## src/rtl/inst_fetch_unit.sv

```systemverilog
// Instruction-fetch stage: owns the PC, addresses the combinational
// instruction ROM and loads the IF/ID pipeline register. It honours decode
// stalls and branch/jump redirects. A redirect flushes the wrong-path slot.
module inst_fetch_unit #(
  parameter int                ADDR_W   = 6,
  parameter int                DATA_W   = 32,
  parameter logic [ADDR_W-1:0] RESET_PC = '0
) (
  input  logic              clk,
  input  logic              rst,
  input  logic              stall,
  input  logic              branch_taken,
  input  logic [ADDR_W-1:0] branch_target,
  input  logic              jump,
  input  logic [ADDR_W-1:0] jump_target,
  output logic [ADDR_W-1:0] inst_addr,
  input  logic [DATA_W-1:0] inst_in,
  output logic [DATA_W-1:0] if_id_inst,
  output logic [ADDR_W-1:0] if_id_pc,
  output logic [ADDR_W-1:0] if_id_pc_plus1,
  output logic              if_id_valid
);

  // The fetch behaviour is fully set by the inputs on each edge. No mode is
  // stored between cycles, so the only state is the PC and the IF/ID slot.
  typedef enum logic [1:0] {
    MODE_RUN   = 2'd0,  // advance: capture the ROM word and step the PC
    MODE_HOLD  = 2'd1,  // stall: freeze the PC and the IF/ID slot
    MODE_FLUSH = 2'd2   // redirect: load the target and insert a bubble
  } fetch_mode_e;

  fetch_mode_e       mode;
  logic              redirect;
  logic [ADDR_W-1:0] redirect_target;
  logic [ADDR_W-1:0] pc_plus1;

  logic [ADDR_W-1:0] pc_q,             pc_d;
  logic [DATA_W-1:0] if_id_inst_q,     if_id_inst_d;
  logic [ADDR_W-1:0] if_id_pc_q,       if_id_pc_d;
  logic [ADDR_W-1:0] if_id_pc_plus1_q, if_id_pc_plus1_d;
  logic              if_id_valid_q,    if_id_valid_d;

  // pc+1 wraps naturally at ADDR_W bits. 6'h3F steps to 6'h00.
  assign pc_plus1 = pc_q + {{(ADDR_W-1){1'b0}}, 1'b1};

  // Select the redirect target and the fetch mode. A jump beats a branch,
  // and any redirect beats a stall.
  always_comb begin
    redirect        = jump | branch_taken;
    redirect_target = jump ? jump_target : branch_target;
    mode            = MODE_RUN;
    if (redirect) begin
      mode = MODE_FLUSH;
    end else if (stall) begin
      mode = MODE_HOLD;
    end
  end

  // Compute the next PC and IF/ID contents for the selected mode.
  always_comb begin
    pc_d             = pc_q;
    if_id_inst_d     = if_id_inst_q;
    if_id_pc_d       = if_id_pc_q;
    if_id_pc_plus1_d = if_id_pc_plus1_q;
    if_id_valid_d    = if_id_valid_q;
    unique case (mode)
      MODE_FLUSH: begin
        // Drop the word fetched from the old PC. Zeroed fields keep the
        // bubble free of stale data.
        pc_d             = redirect_target;
        if_id_inst_d     = '0;
        if_id_pc_d       = '0;
        if_id_pc_plus1_d = '0;
        if_id_valid_d    = 1'b0;
      end
      MODE_HOLD: begin
        // All registers keep the values from the defaults above.
      end
      default: begin
        pc_d             = pc_plus1;
        if_id_inst_d     = inst_in;
        if_id_pc_d       = pc_q;
        if_id_pc_plus1_d = pc_plus1;
        if_id_valid_d    = 1'b1;
      end
    endcase
  end

  // Register the PC and the IF/ID slot. Reset wins over stall and redirect.
  always_ff @(posedge clk) begin
    if (rst) begin
      pc_q             <= RESET_PC;
      if_id_inst_q     <= '0;
      if_id_pc_q       <= '0;
      if_id_pc_plus1_q <= '0;
      if_id_valid_q    <= 1'b0;
    end else begin
      pc_q             <= pc_d;
      if_id_inst_q     <= if_id_inst_d;
      if_id_pc_q       <= if_id_pc_d;
      if_id_pc_plus1_q <= if_id_pc_plus1_d;
      if_id_valid_q    <= if_id_valid_d;
    end
  end

  assign inst_addr      = pc_q;
  assign if_id_inst     = if_id_inst_q;
  assign if_id_pc       = if_id_pc_q;
  assign if_id_pc_plus1 = if_id_pc_plus1_q;
  assign if_id_valid    = if_id_valid_q;

endmodule
```

## config.mk

```make
export PLATFORM = sky130hd
export DESIGN_NAME = inst_fetch_unit
export DESIGN_NICKNAME = d
export VERILOG_FILES = /design/src/rtl/inst_fetch_unit.sv
export SDC_FILE = /design/constraint.sdc
export NUM_CORES = 1
export LEC_CHECK = 0
export CORE_MARGIN = 5
export CORE_UTILIZATION = 43
export CTS_BUF_LIST = sky130_fd_sc_hd__clkbuf_4 sky130_fd_sc_hd__clkbuf_8 sky130_fd_sc_hd__clkbuf_16
export CTS_CLUSTER_SIZE = 28
export DETAILED_ROUTE_END_ITERATION = 12
export PLACE_DENSITY = 0.87
export SLEW_MARGIN = 40
export SYNTH_ARGS = -nofsm -noshare
export SYNTH_HDL_FRONTEND = slang
export SYNTH_SLANG_ARGS = --single-unit
```

## constraint.sdc

```tcl
create_clock -name clk -period 2.3 [get_ports clk]
set_input_delay 0.345 -clock clk [delete_from_list [all_inputs] [get_ports clk]]
set_output_delay 0.345 -clock clk [all_outputs]
set_load 0.01 [all_outputs]
```

* Word level (Yosys, flattened, before mapping) *
Cells that the tools add are included.

storage, ports and cells
  logic and storage cells = 17
  bits in read-only memories = 0
  input bits = 49
  memories = 0
  RAM bits = 0
  output and inout port bits = 51
  latch bits = 0
  bits in registers = 51

operators by class
  divide/modulo/power cells = 0
  equality and inequality tests = 2
  $lt $le $gt $ge = 0
  $mul = 0
  reduce and logical (&&, ||, !) cells = 0
  bitwise operators = 1
  $add $sub $neg = 1
  muxes and demuxes = 8
  shift-type cells = 0

operator list
  operator                                              count
  case mux 32 bit (2 select lines)                      1
  case mux 6 bit (2 select lines)                       3
  adder 6 x 1 -> 6 bit (second input constant)          1
  2-to-1 mux 6 bit                                      1
  equality test 2 x 1 -> 1 bit (second input constant)  1
  equality test 2 bit (second input constant)           1
  2-to-1 mux 2 bit                                      1
  case mux 1 bit (2 select lines)                       1
  2-to-1 mux 1 bit                                      1
  OR 1 bit                                              1

* Logic depth before layout (Yosys ltp) *
Gate-level depths: netlist of the first run.

  depth after elaboration = 4
  gate-level depth with buffers = 5
  mapped depth without buffers = 5

* Worst setup path before layout of the first run *
No wires, ideal clock.

  path type = register to register
  from = register pc_q[2], in the netlist inst_addr[2]
  to = register if_id_pc_plus1_q[5], in the netlist if_id_pc_plus1[5]
  library setup time = 0.115 ns
  stages on the path, launching flop included = 6
  required time = 2.185 ns
  path buffers = 1
  period minus slack after synthesis = 1.225 ns
  slack = 1.075 ns
  data arrival time = 1.111 ns
  cell sequence = dfxtp_1 buf_2 and4_1 nand2_1 xnor2_1 o21a_1

between the ends
  longest elaborated chain between the ends = 2

ends and longest elaborated chain
  item                             RTL line  text
  from (decl)                      37        logic [ADDR_W-1:0] pc_q, pc_d;
  from (signal assigned)           98        pc_q <= pc_d;
  adder 6 x 1 -> 6 bit             44        assign pc_plus1 = pc_q + {{(ADDR_W-1){1'b0}}, 1'b1};
  case mux 6 bit (2 select lines)  66        unique case (mode)
  to (signal assigned)             101       if_id_pc_plus1_q <= if_id_pc_plus1_d;
  to (decl)                        40        logic [ADDR_W-1:0] if_id_pc_plus1_q, if_id_pc_plus1_d;

No other way between the ends.
A chain may end at the register's enable or synchronous reset.

* Worst setup path in the final report of the first run *
  from = register pc_q[2], in the netlist inst_addr[2]
  to = output port inst_addr[2]

RTL lines
  item       RTL line  text
  to (decl)  16        output logic [ADDR_W-1:0] inst_addr,

No word-level cell between the ends.

==> results.cfg, run 1 <==
[cells_and_area]
multiInputGateArea_um2 = 930
layout_common_cells = clkdlybuf4s50_1, dfxtp_1, mux2i_1
mostFrequentLayoutCell = clkdlybuf4s50_1
nFillCells = 393
ff_latch_area_um2 = 1020
area.growth.synth_to_final_pct = 53.7
drive_gt1_frac = 0.0874
antenna_cells = 0
fin_cells = 376
finalNetCount = 358

[detailed_routing]
vias_per_cell = 4.73
first_iter_violations = 47
wl_per_cell_um = 13.6
wl_mm = 5.13
dr.pass1.iters = 4
dr_total_vias = 1778
drc = 0
final_antenna_net_count = 0

[clock_tree]
cts_hold_buf = 0
cts_resized = 0
cts_made_buffers = 5
cts-root-buf = clkbuf_8
cts.htree.levels = 2
cts.clk_slew.worst_paths_ns = 0.09
cts_buffer_depth = 2
clock-sinks = 51
postCtsSetupBuffers = 0
insertion_delay_ns = 0.30
cts_tree = built

[sta]
post-route-period-util = 0.762
hold_viol = 0
finalSetupViolCount = 0
min_period_ns = 1.75
max_slew_margin = 0.654
fin_ws_ns = 0.548
finalClockSkew_ns = 0.00912
maxSlewViolCount = 0
max_freq_ghz = 0.571
grt_setup_unrepaired = false
finalSetupTns_ns = 0
worst_slew_pin_slew_ns = 0.519
hold_slack_ns = 0.446

[power]
switching_share = 0.224
p_seq_frac = 0.506
p_comb_frac = 0.149
ir_drop_mv = 0.348
p_int_mw = 1.42
p_leak_nw = 1.27
net-switching-power_mw = 0.411
cellPowerDensity_nw_per_um2 = 572
p_clk_frac = 0.345

[critical_path]
critical_path.top_delay_family = buffers and inverters
path_buf_inv = 1
path_max_fanout = 8
critPathCapture = inst_addr[2]
cp_data_arrival_time_ns = 1.41
slowest_delay_ns = 0.60
timing.rr.start = inst_addr[0]
critPathCaptureType = output pin
critical_path_depth = 1
r2r_setup_slack_ns = 0.96
r2r_end = inst_addr[4]
path_class = reg -> out
worstSetupStartpoint = inst_addr[2]
reg2reg_depth = 5
critical-path-slowest-cell = clkdlybuf4s50_1
crit_path_start_kind = register
path_cells = clkdlybuf4s50_1
crit_required_ns = 1.96

[global_route]
grt_pass1_vias = 1733
grt_max_degree = 24
top_usage_layer = met2
use_met3 = 0.0598
track_usage = 0.164
antenna_found_initial = 0
grt_pass1_wl_mm = 8.26
grtUsageMet2 = 0.266
use_met1 = 0.208
grt_overflow_total = 0

[die]
start_util = 0.442
die_w_um = 79.7
num_io_pins = 100
core_area_um2 = 4720
die_y_um = 79.7
num_rows = 25
die-area_um2 = 6350

[worst_hold_path]
hold_path.startpoint = if_id_valid
holdCritPathClass = reg -> reg

[run_status]
status = complete, no violations

[synthesis]
yosys-top-cells-area = dfxtp_1, mux2i_1, nor2_1
synth-main-ff-cell = dfxtp_1
syn_inst = 210
synth_top_area_share = 0.489
synth-seq-cells = 51
ys_seq_area_frac = 0.489
yosysWarningCount = 0
synth.avg_cell_area_um2 = 9.94
synth.largest_area_cell = dfxtp_1
synthArstFlopShare = 0
synth_cell_types = 26
synth_edf_count = 0
syn-cell-area_um2 = 2090
synth_nets = 260

[placed_design]
numPortBuffers = 99
placed_cells = 368
gp_congestion = 0.776
hpwl_mm = 4.01
dpl_worst_slack_ns = 0.526

[run]
drv_cap = 0
flip-flops by register name, indices dropped and copies added, names as in the netlist:
| register | flops |
|---|---|
| if_id_inst | 32 |
| if_id_valid | 1 |
| if_id_pc | 6 |
| if_id_pc_plus1 | 6 |
| inst_addr | 6 |
worst register-to-register path: stages, from the launching register on:
cell      delay [ns]
dfxtp_1         0.49
ha_1            0.29
nand4b_1        0.14
xnor2_1         0.15
nor2_1          0.09
o22ai_1         0.08
power groups by stage:
stage | clock (mW) | combinational, mW | sequential, mW
after floorplan | 0 | 0.130 | 0.952
after global placement | 0 | 0.271 | 0.948
after detailed placement | 0 | 0.275 | 0.949
after CTS | 0.652 | 0.277 | 0.928
after global routing | 0.692 | 0.297 | 0.933
final | 0.634 | 0.274 | 0.928
cell usage after synthesis, drive strengths merged, types with 2 or more instances:
cell / n
a21oi: 8
buf: 15
dfxtp: 51
inv: 5
mux2i: 43
nand2: 7
nand3: 2
nor2: 51
nor3: 3
o21ai: 4
o22ai: 3
xnor2: 7
area by class of cell:
cell class,instances,area share
timing repair buffer,106,0.324
inverter,5,0.00585
sequential,51,0.318
clock buffer,6,0.0257
multi-input combinational,139,0.290
clock inverter,2,0.0109
tap,67,0.0261
logic make-up (layout without fill, tap and decap cells):
logic type,Yosys count,after routing,synth area share
AND/OR/NAND/NOR,69,69,0.149
flip-flops,51,51,0.489
XOR/XNOR,8,8,0.0336
buffers and inverters,20,119,0.0665
multiplexers,43,43,0.206
AO/OA/AOI/OAI,18,18,0.0497
adder cells (fa/ha/maj),1,1,0.00599
worst min-delay path by stage:
stage / end / slack [ns] / cells past startpoint
6_report: if_id_valid / 0.45 / 2
3_5_place_dp: if_id_valid / 0.44 / 2
3_3_place_gp: if_id_valid / 0.43 / 2
5_1_grt: if_id_valid / 0.48 / 2
2_1_floorplan: if_id_valid / 0.47 / 2
4_1_cts: if_id_valid / 0.45 / 2
per-layer routing:
metal	vias up	routed length, um
li1	892	-
met1	809	2070
met2	71	2480
met3	6	530
met4	0	45
met5	-	0
metrics by stage:
| step | power (mW) | util | cell area [um2] |
|---|---|---|---|
| 3_5_place_dp | 1.22 | 0.655 | 3090 |
| 4_1_cts | 1.86 | 0.679 | 3210 |
| 2_1_floorplan | 1.08 | - | 2090 |
| 5_1_grt | 1.92 | 0.679 | 3210 |
| 3_3_place_gp | 1.22 | 0.655 | 3090 |
| 6_report | 1.84 | 0.679 | 3210 |
Note: power is estimated with default switching activity, not from simulation.
==> run 2: changes to the inputs <==
Settings changed: CORE_UTILIZATION 43 to 36, PLACE_DENSITY 0.87 to 0.78.
Clock period 2.3 ns to 1.6 ns, I/O delays scaled along.
==> results.cfg, run 2 (synthesis gave the netlist of run 1 again) <==
[global_route]
grt_max_degree = 25
track_usage = 0.139
grt_pass1_vias = 1784
grt_overflow_total = 0
grt_pass1_wl_mm = 8.29
antenna_found_initial = 0

[die]
die_w_um = 86.2
die_y_um = 86.2
num_io_pins = 100
core_area_um2 = 5570
start_util = 0.375
num_rows = 27
die-area_um2 = 7420

[critical_path]
critPathCapture = inst_addr[2]
critical_path_depth = 1
path_max_fanout = 8
cp_data_arrival_time_ns = 1.29
critPathCaptureType = output pin
r2r_setup_slack_ns = 0.31
r2r_end = inst_addr[4]
slowest_delay_ns = 0.57
path_buf_inv = 1
path_class = reg -> out
path_cells = clkdlybuf4s50_1
reg2reg_depth = 5
timing.rr.start = inst_addr[0]
crit_required_ns = 1.36
critical-path-slowest-cell = clkdlybuf4s50_1
crit_path_start_kind = register
worstSetupStartpoint = inst_addr[2]
critical_path.top_delay_family = buffers and inverters

[placed_design]
hpwl_mm = 3.95
dpl_worst_slack_ns = -0.0663
numPortBuffers = 99
placed_cells = 378
gp_congestion = 0.746

[detailed_routing]
wl_per_cell_um = 13.4
final_antenna_net_count = 0
drc = 0
dr_total_vias = 1788
first_iter_violations = 55
wl_mm = 5.16
vias_per_cell = 4.64
dr.pass1.iters = 6

[cells_and_area]
mostFrequentLayoutCell = clkdlybuf4s50_1
nFillCells = 498
antenna_cells = 0
fin_cells = 385
layout_common_cells = clkdlybuf4s50_1, dfxtp_1, mux2i_1
drive_gt1_frac = 0.112
final_util = 0.587
multiInputGateArea_um2 = 930
area.growth.synth_to_final_pct = 56.8
ff_latch_area_um2 = 1030
finalNetCount = 363
largest_reg_flops = 32

[clock_tree]
cts.clk_slew.worst_paths_ns = 0.09
cts-root-buf = clkbuf_8
cts.htree.levels = 2
cts_tree = built
clock-sinks = 51
postCtsSetupBuffers = 0
insertion_delay_ns = 0.30
cts_made_buffers = 5
cts_buffer_depth = 2

[run_status]
status = complete, no violations

[power]
p_leak_nw = 1.31
ir_drop_mv = 0.563
cellPowerDensity_nw_per_um2 = 797
total_power_mw = 2.61

[sta]
hold_viol = 0
min_period_ns = 1.53
fin_ws_ns = 0.0668
grt_setup_unrepaired = false
post-route-period-util = 0.958
finalSetupTns_ns = 0
finalSetupViolCount = 0
maxSlewViolCount = 0
finalClockSkew_ns = 0.00549
max_slew_margin = 0.743
max_freq_ghz = 0.652
worst_slew_pin_slew_ns = 0.386

[run]
drv_cap = 0

[worst_hold_path]
holdCritPathClass = in -> reg
[run 2: cell types whose count changed in the layout (fill, tap and decap cells not counted)]
cell and delta:
clkdlybuf4s50_1 -1, clkinvlp_4 +1, dfxtp_1 -4, dfxtp_2 +4, buf_12 +2, buf_4 +3, clkbuf_8 -1, dlymetal6s2s_1 +1
clkinv_2 -1
[run 2: worst min path at each step]
stage | startpoint | endpoint | slack (ns) | cells after the start
after detailed placement | if_id_valid | if_id_valid | 0.44 | 2
after CTS | stall | if_id_pc_plus1[5] | 0.42 | 2
after global routing | stall | if_id_pc_plus1[5] | 0.44 | 2
after floorplan | inst_in[0] | if_id_inst[0] | 0.38 | 2
final | stall | if_id_pc_plus1[5] | 0.43 | 2
after global placement | if_id_valid | if_id_valid | 0.43 | 2
[run 2: area by class of cell]
| cell class | instances | share of cell area |
|---|---|---|
| clock buffer | 5 | 0.0210 |
| clock inverter | 2 | 0.0115 |
| inverter | 5 | 0.00573 |
| multi-input combinational | 139 | 0.284 |
| sequential | 51 | 0.313 |
| tap | 72 | 0.0275 |
| timing repair buffer | 111 | 0.337 |
[run 2: where the power goes]
group | total, mW | leakage (nW) | internal [mW] | switching (mW)
combinational | 0.415 | 0.848 | 0.256 | 0.159
clock | 0.864 | 0.0502 | 0.457 | 0.407
sequential | 1.33 | 0.415 | 1.30 | 0.0296
[run 2: metal layers]
layer | vias up | track usage | part of all wire
li1 | 901 | - | -
met1 | 809 | 0.164 | 0.41
met2 | 73 | 0.224 | 0.46
met3 | 5 | 0.0634 | 0.11
met4 | 0 | 0.0432 | 0.0083
met5 | - | 0 | 0
[run 2: worst reg2reg max path, delay by kind of cell (launching register included)]
kind            cells  cell delay [ns]
fa+ha+maj           1             0.27
xor+xnor            1             0.16
simple gates        2             0.26
compound gates      1             0.09
flops               1             0.41
[run 2: metrics by stage]
step / hold WS (ns) / area (um2)
after floorplan: 0.384 / 2090
after global placement: 0.432 / 3160
after global routing: 0.438 / 3270
after detailed placement: 0.443 / 3160
final: 0.432 / 3270
after CTS: 0.424 / 3270
[run 2: what timing repair did]
action	4_1_cts	5_1_grt
gates cloned	0	0
hold buffers	0	0
resized for setup	2	3
endpoints found under the setup margin	2	3
